`src/rtl/sipo_deserializer.sv`:
```
// Serial-in, parallel-out word assembler with valid/ready output, frame-marker realignment
// and sticky overrun / framing-error flags.
module sipo_deserializer #(
  parameter int WIDTH     = 8,
  parameter bit MSB_FIRST = 1'b1
) (
  input  logic                     clk,
  input  logic                     reset,
  input  logic                     serial_in,
  input  logic                     bit_valid,
  input  logic                     frame_start,
  input  logic                     out_ready,
  input  logic                     clear_flags,
  output logic [WIDTH-1:0]         parallel_out,
  output logic                     out_valid,
  output logic [$clog2(WIDTH)-1:0] bit_count,
  output logic                     overrun,
  output logic                     frame_error
);

  localparam int CW = $clog2(WIDTH);
  localparam logic [CW-1:0] LAST_BIT = CW'(WIDTH - 1);
  localparam logic [CW-1:0] ONE_BIT  = CW'(1'b1);

  logic [WIDTH-1:0] sr_q, sr_d;
  logic [WIDTH-1:0] out_q, out_d;
  logic [CW-1:0]    cnt_q, cnt_d;
  logic             valid_q, valid_d;
  logic             ovr_q, ovr_d;
  logic             ferr_q, ferr_d;

  logic [WIDTH-1:0] shifted_s;
  logic [WIDTH-1:0] first_bit_s;
  logic             complete_s;
  logic             drain_s;
  logic             load_s;
  logic             ovr_set_s;
  logic             ferr_set_s;

  // Bit-order dependent views of the shift register: normal shift and a fresh word seeded by one bit.
  always_comb begin
    shifted_s   = {WIDTH{1'b0}};
    first_bit_s = {WIDTH{1'b0}};
    if (MSB_FIRST) begin
      shifted_s   = {sr_q[WIDTH-2:0], serial_in};
      first_bit_s = {{(WIDTH-1){1'b0}}, serial_in};
    end else begin
      shifted_s   = {serial_in, sr_q[WIDTH-1:1]};
      first_bit_s = {serial_in, {(WIDTH-1){1'b0}}};
    end
  end

  // Next-state logic for the shifter, bit counter, output slot and sticky flags.
  always_comb begin
    complete_s = bit_valid & ~frame_start & (cnt_q == LAST_BIT);
    drain_s    = valid_q & out_ready;
    load_s     = complete_s & (~valid_q | out_ready);
    ovr_set_s  = complete_s & valid_q & ~out_ready;
    ferr_set_s = frame_start & (cnt_q != {CW{1'b0}});

    sr_d    = sr_q;
    cnt_d   = cnt_q;
    out_d   = out_q;
    valid_d = valid_q;

    // A frame marker discards whatever partial word was being built.
    if (frame_start) begin
      if (bit_valid) begin
        sr_d  = first_bit_s;
        cnt_d = ONE_BIT;
      end else begin
        sr_d  = {WIDTH{1'b0}};
        cnt_d = {CW{1'b0}};
      end
    end else if (bit_valid) begin
      sr_d = shifted_s;
      if (complete_s) begin
        cnt_d = {CW{1'b0}};
      end else begin
        cnt_d = cnt_q + ONE_BIT;
      end
    end else begin
      sr_d  = sr_q;
      cnt_d = cnt_q;
    end

    if (load_s) begin
      out_d   = shifted_s;
      valid_d = 1'b1;
    end else if (drain_s) begin
      out_d   = out_q;
      valid_d = 1'b0;
    end else begin
      out_d   = out_q;
      valid_d = valid_q;
    end

    // Setting wins over clearing on the same edge.
    ovr_d  = ovr_set_s  | (ovr_q  & ~clear_flags);
    ferr_d = ferr_set_s | (ferr_q & ~clear_flags);
  end

  // State registers; asynchronous reset drops any partial or held word.
  always_ff @(posedge clk or posedge reset) begin
    if (reset) begin
      sr_q    <= {WIDTH{1'b0}};
      cnt_q   <= {CW{1'b0}};
      out_q   <= {WIDTH{1'b0}};
      valid_q <= 1'b0;
      ovr_q   <= 1'b0;
      ferr_q  <= 1'b0;
    end else begin
      sr_q    <= sr_d;
      cnt_q   <= cnt_d;
      out_q   <= out_d;
      valid_q <= valid_d;
      ovr_q   <= ovr_d;
      ferr_q  <= ferr_d;
    end
  end

  assign parallel_out = out_q;
  assign out_valid    = valid_q;
  assign bit_count    = cnt_q;
  assign overrun      = ovr_q;
  assign frame_error  = ferr_q;

  sipo_deserializer_chk #(.WIDTH(WIDTH)) u_chk (
    .clk          (clk),
    .reset        (reset),
    .out_ready    (out_ready),
    .out_valid    (valid_q),
    .parallel_out (out_q)
  );

endmodule

// Protocol checker: a stalled output word must stay valid and unchanged.
module sipo_deserializer_chk #(
  parameter int WIDTH = 8
) (
  input logic             clk,
  input logic             reset,
  input logic             out_ready,
  input logic             out_valid,
  input logic [WIDTH-1:0] parallel_out
);

  logic             stall_q;
  logic [WIDTH-1:0] held_q;

  // Remember whether the previous edge was a stall and what word was presented.
  always_ff @(posedge clk or posedge reset) begin
    if (reset) begin
      stall_q <= 1'b0;
      held_q  <= {WIDTH{1'b0}};
    end else begin
      stall_q <= out_valid & ~out_ready;
      held_q  <= parallel_out;
    end
  end

  // Compare against the word captured at the stalled edge.
  always @(posedge clk) begin
    if (!reset && stall_q) begin
      assert (out_valid && (parallel_out == held_q))
        else $error("stalled output word changed");
    end
  end

endmodule

```
`config.mk`:
```
export PLATFORM = sky130hd
export DESIGN_NAME = sipo_deserializer
export DESIGN_NICKNAME = d
export VERILOG_FILES = /design/src/rtl/sipo_deserializer.sv
export SDC_FILE = /design/constraint.sdc
export NUM_CORES = 1
export LEC_CHECK = 0
export ABC_CLOCK_PERIOD_IN_PS = 3400
export CAP_MARGIN = 15
export CELL_PAD_IN_SITES_DETAIL_PLACEMENT = 0
export CELL_PAD_IN_SITES_GLOBAL_PLACEMENT = 1
export CORE_UTILIZATION = 43
export CTS_BUF_LIST = sky130_fd_sc_hd__clkbuf_8
export DETAILED_ROUTE_END_ITERATION = 8
export GPL_TIMING_DRIVEN = 0
export PLACE_DENSITY_LB_ADDON = 0.3
export RECOVER_POWER = 100
export SYNTH_ARGS = -nofsm -noshare
export SYNTH_HDL_FRONTEND = slang
export SYNTH_SLANG_ARGS = --single-unit
```
`constraint.sdc`:
```
create_clock -name clk -period 3.4 [get_ports clk]
set_input_delay 0.34 -clock clk [delete_from_list [all_inputs] [get_ports clk]]
set_output_delay 0.34 -clock clk [all_outputs]
set_load 0.1 [all_outputs]
```
==> impl_metrics.ini, run 1 <==
[clock_network]
cts_buffer_depth = 2
htreeDepth = 1
numCtsBuffers = 3
cts.sinks = 21
cts_setup_buffers = 0
cts_resized = 0
clk_pin_slew_ns = 0.08
insertion_delay_ns = 0.26
cts_tree = done
root_buffer = clkbuf_8
hold_buffers = 0

[timing]
min_period_ns = 2.22
rsz0062_at_grt = false
hold_violations = 0
setup_violations = 0
fmax_mhz = 451
final.setup_skew_ns = 0.00368
fin_crit_sh_pct = 65.2
tns_ns = 0
relSlewSlack_pct = 34.9
maxSlewViolCount = 0
tightest_slew_ns = 0.973

[setup_path]
worstPathRequired_ns = 3.06
cpLargestDelayFamily = buffers and inverters
endpoint_kind = output port
crit_slowest_cell = dlygate4sd3_1
arrival_ns = 1.88
max_stage_delay_ns = 1.22
worstSetupStartpointType = flip-flop
critical_path_buf_inv_count = 1
critPathKind = flip-flop to output port
worstPathCellList = dlygate4sd3_1
worst-path-max-fanout = 4

[power]
leakage_nw = 0.619
power_per_cell_area_nw_per_um2 = 460
ir_drop_v = 0.000451

[route]
drcViolationCount = 0
via_per_inst = 4.83
drtAntennaViolNets = 0
first_pass_iters = 4
drtIter0Drc = 6
wl_per_cell_um = 12.1
vias = 584
wirelength_um = 1470

[yosys]
synth.distinct_cells = 19
postSynthAreaPerCell_um2 = 13.2
synth_warnings = 0
netlist_instances = 70
seq_area_frac_synth_pct = 57.1
synth_nets = 80
syn-cell-area_um2 = 921
synth_seq_cells = 21

[floorplanning]
dieHeight_um = 48.3
core_region_area_um2 = 1980
io_pins = 21
initial_core_util_pct = 46.5
rows = 16
die-width_um = 48.3
dieArea_um2 = 2330

[cells_and_area]
diodes = 0
nNetsFinal = 105
fin_util_pct = 58.8
drive_gt1_share_pct = 7.45
finalInstanceArea_um2 = 1170
layout_common_cells = dfrtp_1, dlygate4sd3_1, mux2_1, mux2i_1, nor2_1
area_delta_synth_final_pct = 26.6
layout_commonest_cell = dfrtp_1

[global_routing]
grt_pass1_vias = 529
grt-ovfl-total = 0
antenna_found_initial = 0
grtUsageTotal_pct = 15.8
grt_max_degree = 22
grt_pass1_wl_um = 2410

[job]
max_cap_violations = 0

[outcome]
outcome = complete, no violations

[place]
placed_cell_area_um2 = 1150
finalWeightedCongestion = 0.642
dp_hpwl_um = 1050
numPortBuffers = 20

[worst_hold_path]
hold_path.class = flip-flop to flip-flop
-- metal layers --
layer | wire length, µm | part of all wire, % | global-route usage (%)
met5 | 0 | 0 | 0
met4 | 11 | 0.75 | 5.00
met1 | 695 | 47 | 20.0
met3 | 76 | 5.2 | 5.56
met2 | 684 | 47 | 25.3
-- where the power goes --
part | leakage [nW] | switching [mW] | internal, mW | total, mW
sequential | 0.286 | 0.00728 | 0.259 | 0.266
clock | 0.0255 | 0.0827 | 0.0817 | 0.164
combinational | 0.307 | 0.0788 | 0.0275 | 0.106
total | 0.619 | 0.169 | 0.368 | 0.537
-- worst paths after layout --
| path | cells past startpoint | from | slack (ns) | end |
|---|---|---|---|---|
| worst max-delay path | 1 | bit_count[0] | 1.18 | bit_count[0] |
| worst min-delay path | 1 | parallel_out[1] | 0.49 | parallel_out[1] |
| worst max register to register | 6 | bit_count[0] | 1.53 | parallel_out[7] |
| worst min register to register | 1 | parallel_out[1] | 0.49 | parallel_out[1] |
| max in group asynchronous | 2 | reset | 2.28 | bit_count[1] |
| min in group asynchronous | 2 | reset | 0.64 | parallel_out[2] |
-- worst reg2reg max path, cell delays in order, from the launching register on --
cell and delay (ns):
dfrtp_1 0.40, ha_1 0.17, ha_1 0.15, nand3b_1 0.14, nor2b_2 0.13, clkbuf_1 0.39, mux2_1 0.38
-- per-stage QoR --
step	worst slack, ns	cells	power, mW	hold slack [ns]
2_1_floorplan	1.22	70	0.353	0.317
3_3_place_gp	1.53	117	0.383	0.491
3_5_place_dp	1.53	117	0.384	0.495
4_1_cts	1.23	121	0.547	0.518
5_1_grt	1.11	121	0.560	0.528
6_report	1.18	121	0.537	0.493
-- sequential cells by signal (all words and copies together), names as in the netlist --
| signal | cells |
|---|---|
| parallel_out | 8 |
| out_valid | 1 |
| bit_count | 3 |
| overrun | 1 |
| sr_q | 7 |
| frame_error | 1 |
-- cell type report --
class                           instances  area (µm²)
Tap cell                               27        33.8
Clock inverter                          1        5.00
Fill cell                             160         816
Timing Repair Buffer                   20         200
Inverter                                6        22.5
Buffer                                  3        11.3
Multi-Input combinational cell         40         327
Sequential cell                        21         526
Clock buffer                            3        41.3
-- kinds of logic after synthesis --
kind of cell	count (synthesis)	share of synthesized area, %
XOR/XNOR	1	0.951
AND/OR/NAND/NOR	16	9.78
AO/OA/AOI/OAI	5	2.85
flip-flops	21	57.1
adder cells (fa/ha/maj)	3	4.08
buffers and inverters	9	4.62
multiplexers	15	20.7
-- cells in the mapped netlist --
cell type	instances	area (µm²)
buf_6	1	11.3
dfrtp_1	21	526
nand2b_4	1	13.8
o22ai_1	1	6.26
ha_1	3	37.5
mux2i_1	7	70.1
o21ai_0	1	5.00
xnor2_1	1	8.76
nand2_1	2	7.51
clkbuf_1	1	3.75
buf_2	1	5.00
nor2_1	7	26.3
nor2b_2	1	8.76
o21ai_1	2	10.0
inv_1	6	22.5
nand2b_1	3	18.8
nand3b_1	2	15.0
a21oi_1	1	5.00
mux2_4	8	120
(Power assumes the default switching activity.)
==> inputs of run 2 (changes only) <==
--- a/config.mk
+++ b/config.mk
@@ -5,11 +5,11 @@
 export SDC_FILE = /design/constraint.sdc
 export NUM_CORES = 1
 export LEC_CHECK = 0
-export ABC_CLOCK_PERIOD_IN_PS = 3400
+export ABC_CLOCK_PERIOD_IN_PS = 2000
 export CAP_MARGIN = 15
 export CELL_PAD_IN_SITES_DETAIL_PLACEMENT = 0
 export CELL_PAD_IN_SITES_GLOBAL_PLACEMENT = 1
-export CORE_UTILIZATION = 43
+export CORE_UTILIZATION = 36
 export CTS_BUF_LIST = sky130_fd_sc_hd__clkbuf_8
 export DETAILED_ROUTE_END_ITERATION = 8
 export GPL_TIMING_DRIVEN = 0
==> constraint.sdc (replaced) <==
create_clock -name clk -period 2 [get_ports clk]
set_input_delay 0.2 -clock clk [delete_from_list [all_inputs] [get_ports clk]]
set_output_delay 0.2 -clock clk [all_outputs]
set_load 0.1 [all_outputs]
==> run 2 against run 1 <==
Compared with the run above:
- sequential share of layout area rose by 1.1 points
- setup slack got worse by 1.1 ns
- utilization fell by 9.4 points
- non-clock buffer count did not move
- die area rose by 19%
- first-iteration DRC count fell by 17%
- critical endpoint is now bit_count[1]
- highest routed layer unchanged
==> impl_metrics.ini, run 2 (synthesis results as in run 1) <==
[worst_hold_path]
min_from = parallel_out[5]
hold_path.class = flip-flop to flip-flop

[timing]
min_period_ns = 1.97
setup_violations = 0
worst_hold_slack_ns = 0.487
rsz0062_at_grt = false
tns_ns = 0
fin_ws_ns = 0.0340
relSlewSlack_pct = 22.5
tightest_slew_ns = 1.17
fmax_mhz = 509
fin_crit_sh_pct = 98.3
maxSlewViolCount = 0
final.setup_skew_ns = 0.00142
hold_violations = 0

[setup_path]
endpoint_kind = output port
crit_slowest_cell = clkdlybuf4s50_1
worstSetupStartpointType = flip-flop
critPathKind = flip-flop to output port
critPathLaunch = bit_count[1]
arrival_ns = 1.77
worstPathCellList = clkdlybuf4s50_1
worstPathRequired_ns = 1.80
max_stage_delay_ns = 1.13
reg2reg_slack_ns = 0.32
r2r-start = bit_count[0]
worst-path-max-fanout = 4
critical_path_buf_inv_count = 1
cpLargestDelayFamily = buffers and inverters

[route]
vias = 555
first_pass_iters = 3
drcViolationCount = 0
drtAntennaViolNets = 0
wirelength_um = 1460
drtIter0Drc = 5
wl_per_cell_um = 11.9
via_per_inst = 4.55

[clock_network]
clk_pin_slew_ns = 0.07
insertion_delay_ns = 0.25
cts_tree = done
cts_buffer_depth = 2
htreeDepth = 1
cts_setup_buffers = 0
numCtsBuffers = 3
root_buffer = clkbuf_8
cts.sinks = 21

[floorplanning]
die-width_um = 52.6
core_region_area_um2 = 2320
dieHeight_um = 52.6
initial_core_util_pct = 39.7
io_pins = 21
dieArea_um2 = 2760
rows = 17

[cells_and_area]
layout_commonest_cell = dfrtp_1
nNetsFinal = 105
finalInstanceArea_um2 = 1150
diodes = 0
layout_common_cells = dfrtp_1, clkdlybuf4s50_1
area_delta_synth_final_pct = 24.5
largest_register_ffs = 8
drive_gt1_share_pct = 10.6

[global_routing]
grt_pass1_vias = 594
antenna_found_initial = 0
grt_max_degree = 22
grtUsageTotal_pct = 13.5
grt-ovfl-total = 0
grt_pass1_wl_um = 2630

[outcome]
outcome = complete, no violations

[place]
dp_hpwl_um = 1030
placed_cell_area_um2 = 1160
numPortBuffers = 20
finalWeightedCongestion = 0.711
place_ws_ns = 0.285

[job]
max_cap_violations = 0

[power]
leakage_nw = 0.567
finalPower_mw = 0.894
power_per_cell_area_nw_per_um2 = 780
ir_drop_v = 0.000648
[run 2: cell types whose count changed in the layout (fill, tap and decap cells not counted), sizes merged]
cell | previous run | this run
clkdlybuf4s50 | 3 | 14
clkinv | 1 | 0
inv | 6 | 7
clkbuf | 6 | 10
dlygate4sd3 | 17 | 2
[run 2: power breakdown]
part | switching, mW | total [mW] | internal, mW
combinational | 0.134 | 0.181 | 0.0468
clock | 0.122 | 0.259 | 0.136
sequential | 0.0122 | 0.454 | 0.442
total | 0.268 | 0.894 | 0.625
[run 2: path summary, 6_finish.rpt]
path,end,cells past startpoint
setup / recovery,bit_count[1],1
hold / removal,parallel_out[5],1
setup reg to reg,parallel_out[6],6
hold reg to reg,parallel_out[5],1
max in group asynchronous,bit_count[1],2
min in group asynchronous,out_valid,2
[run 2: layout make-up]
class / count / area, µm²
fill: 225 / 1170
sequential: 21 / 529
multi-input combinational: 40 / 327
timing repair buffer: 20 / 175
clock buffer: 3 / 41.3
tap: 28 / 35.0
inverter: 6 / 22.5
buffer: 3 / 12.5
clock inverter: 1 / 3.75
[run 2: what timing repair did]
item,in CTS,in global routing
hold buffers,0,0
resized for setup,0,4
endpoints found under the setup margin,0,4
[run 2: stage by stage]
step                util (%)  instances
floorplan                  -         70
global placement        50.0        118
detailed placement      50.0        118
CTS                     52.0        122
global route            49.4        122
finish                  49.4        122
[run 2: per-layer routing]
metal	part of all wire (%)	wire length (µm)	vias to the layer above	global-route usage, %
li1	-	-	275	-
met1	51	744	265	18.3
met2	42	618	13	19.4
met3	5.4	78	2	5.51
met4	0.89	13	0	3.95
met5	0	0	-	0
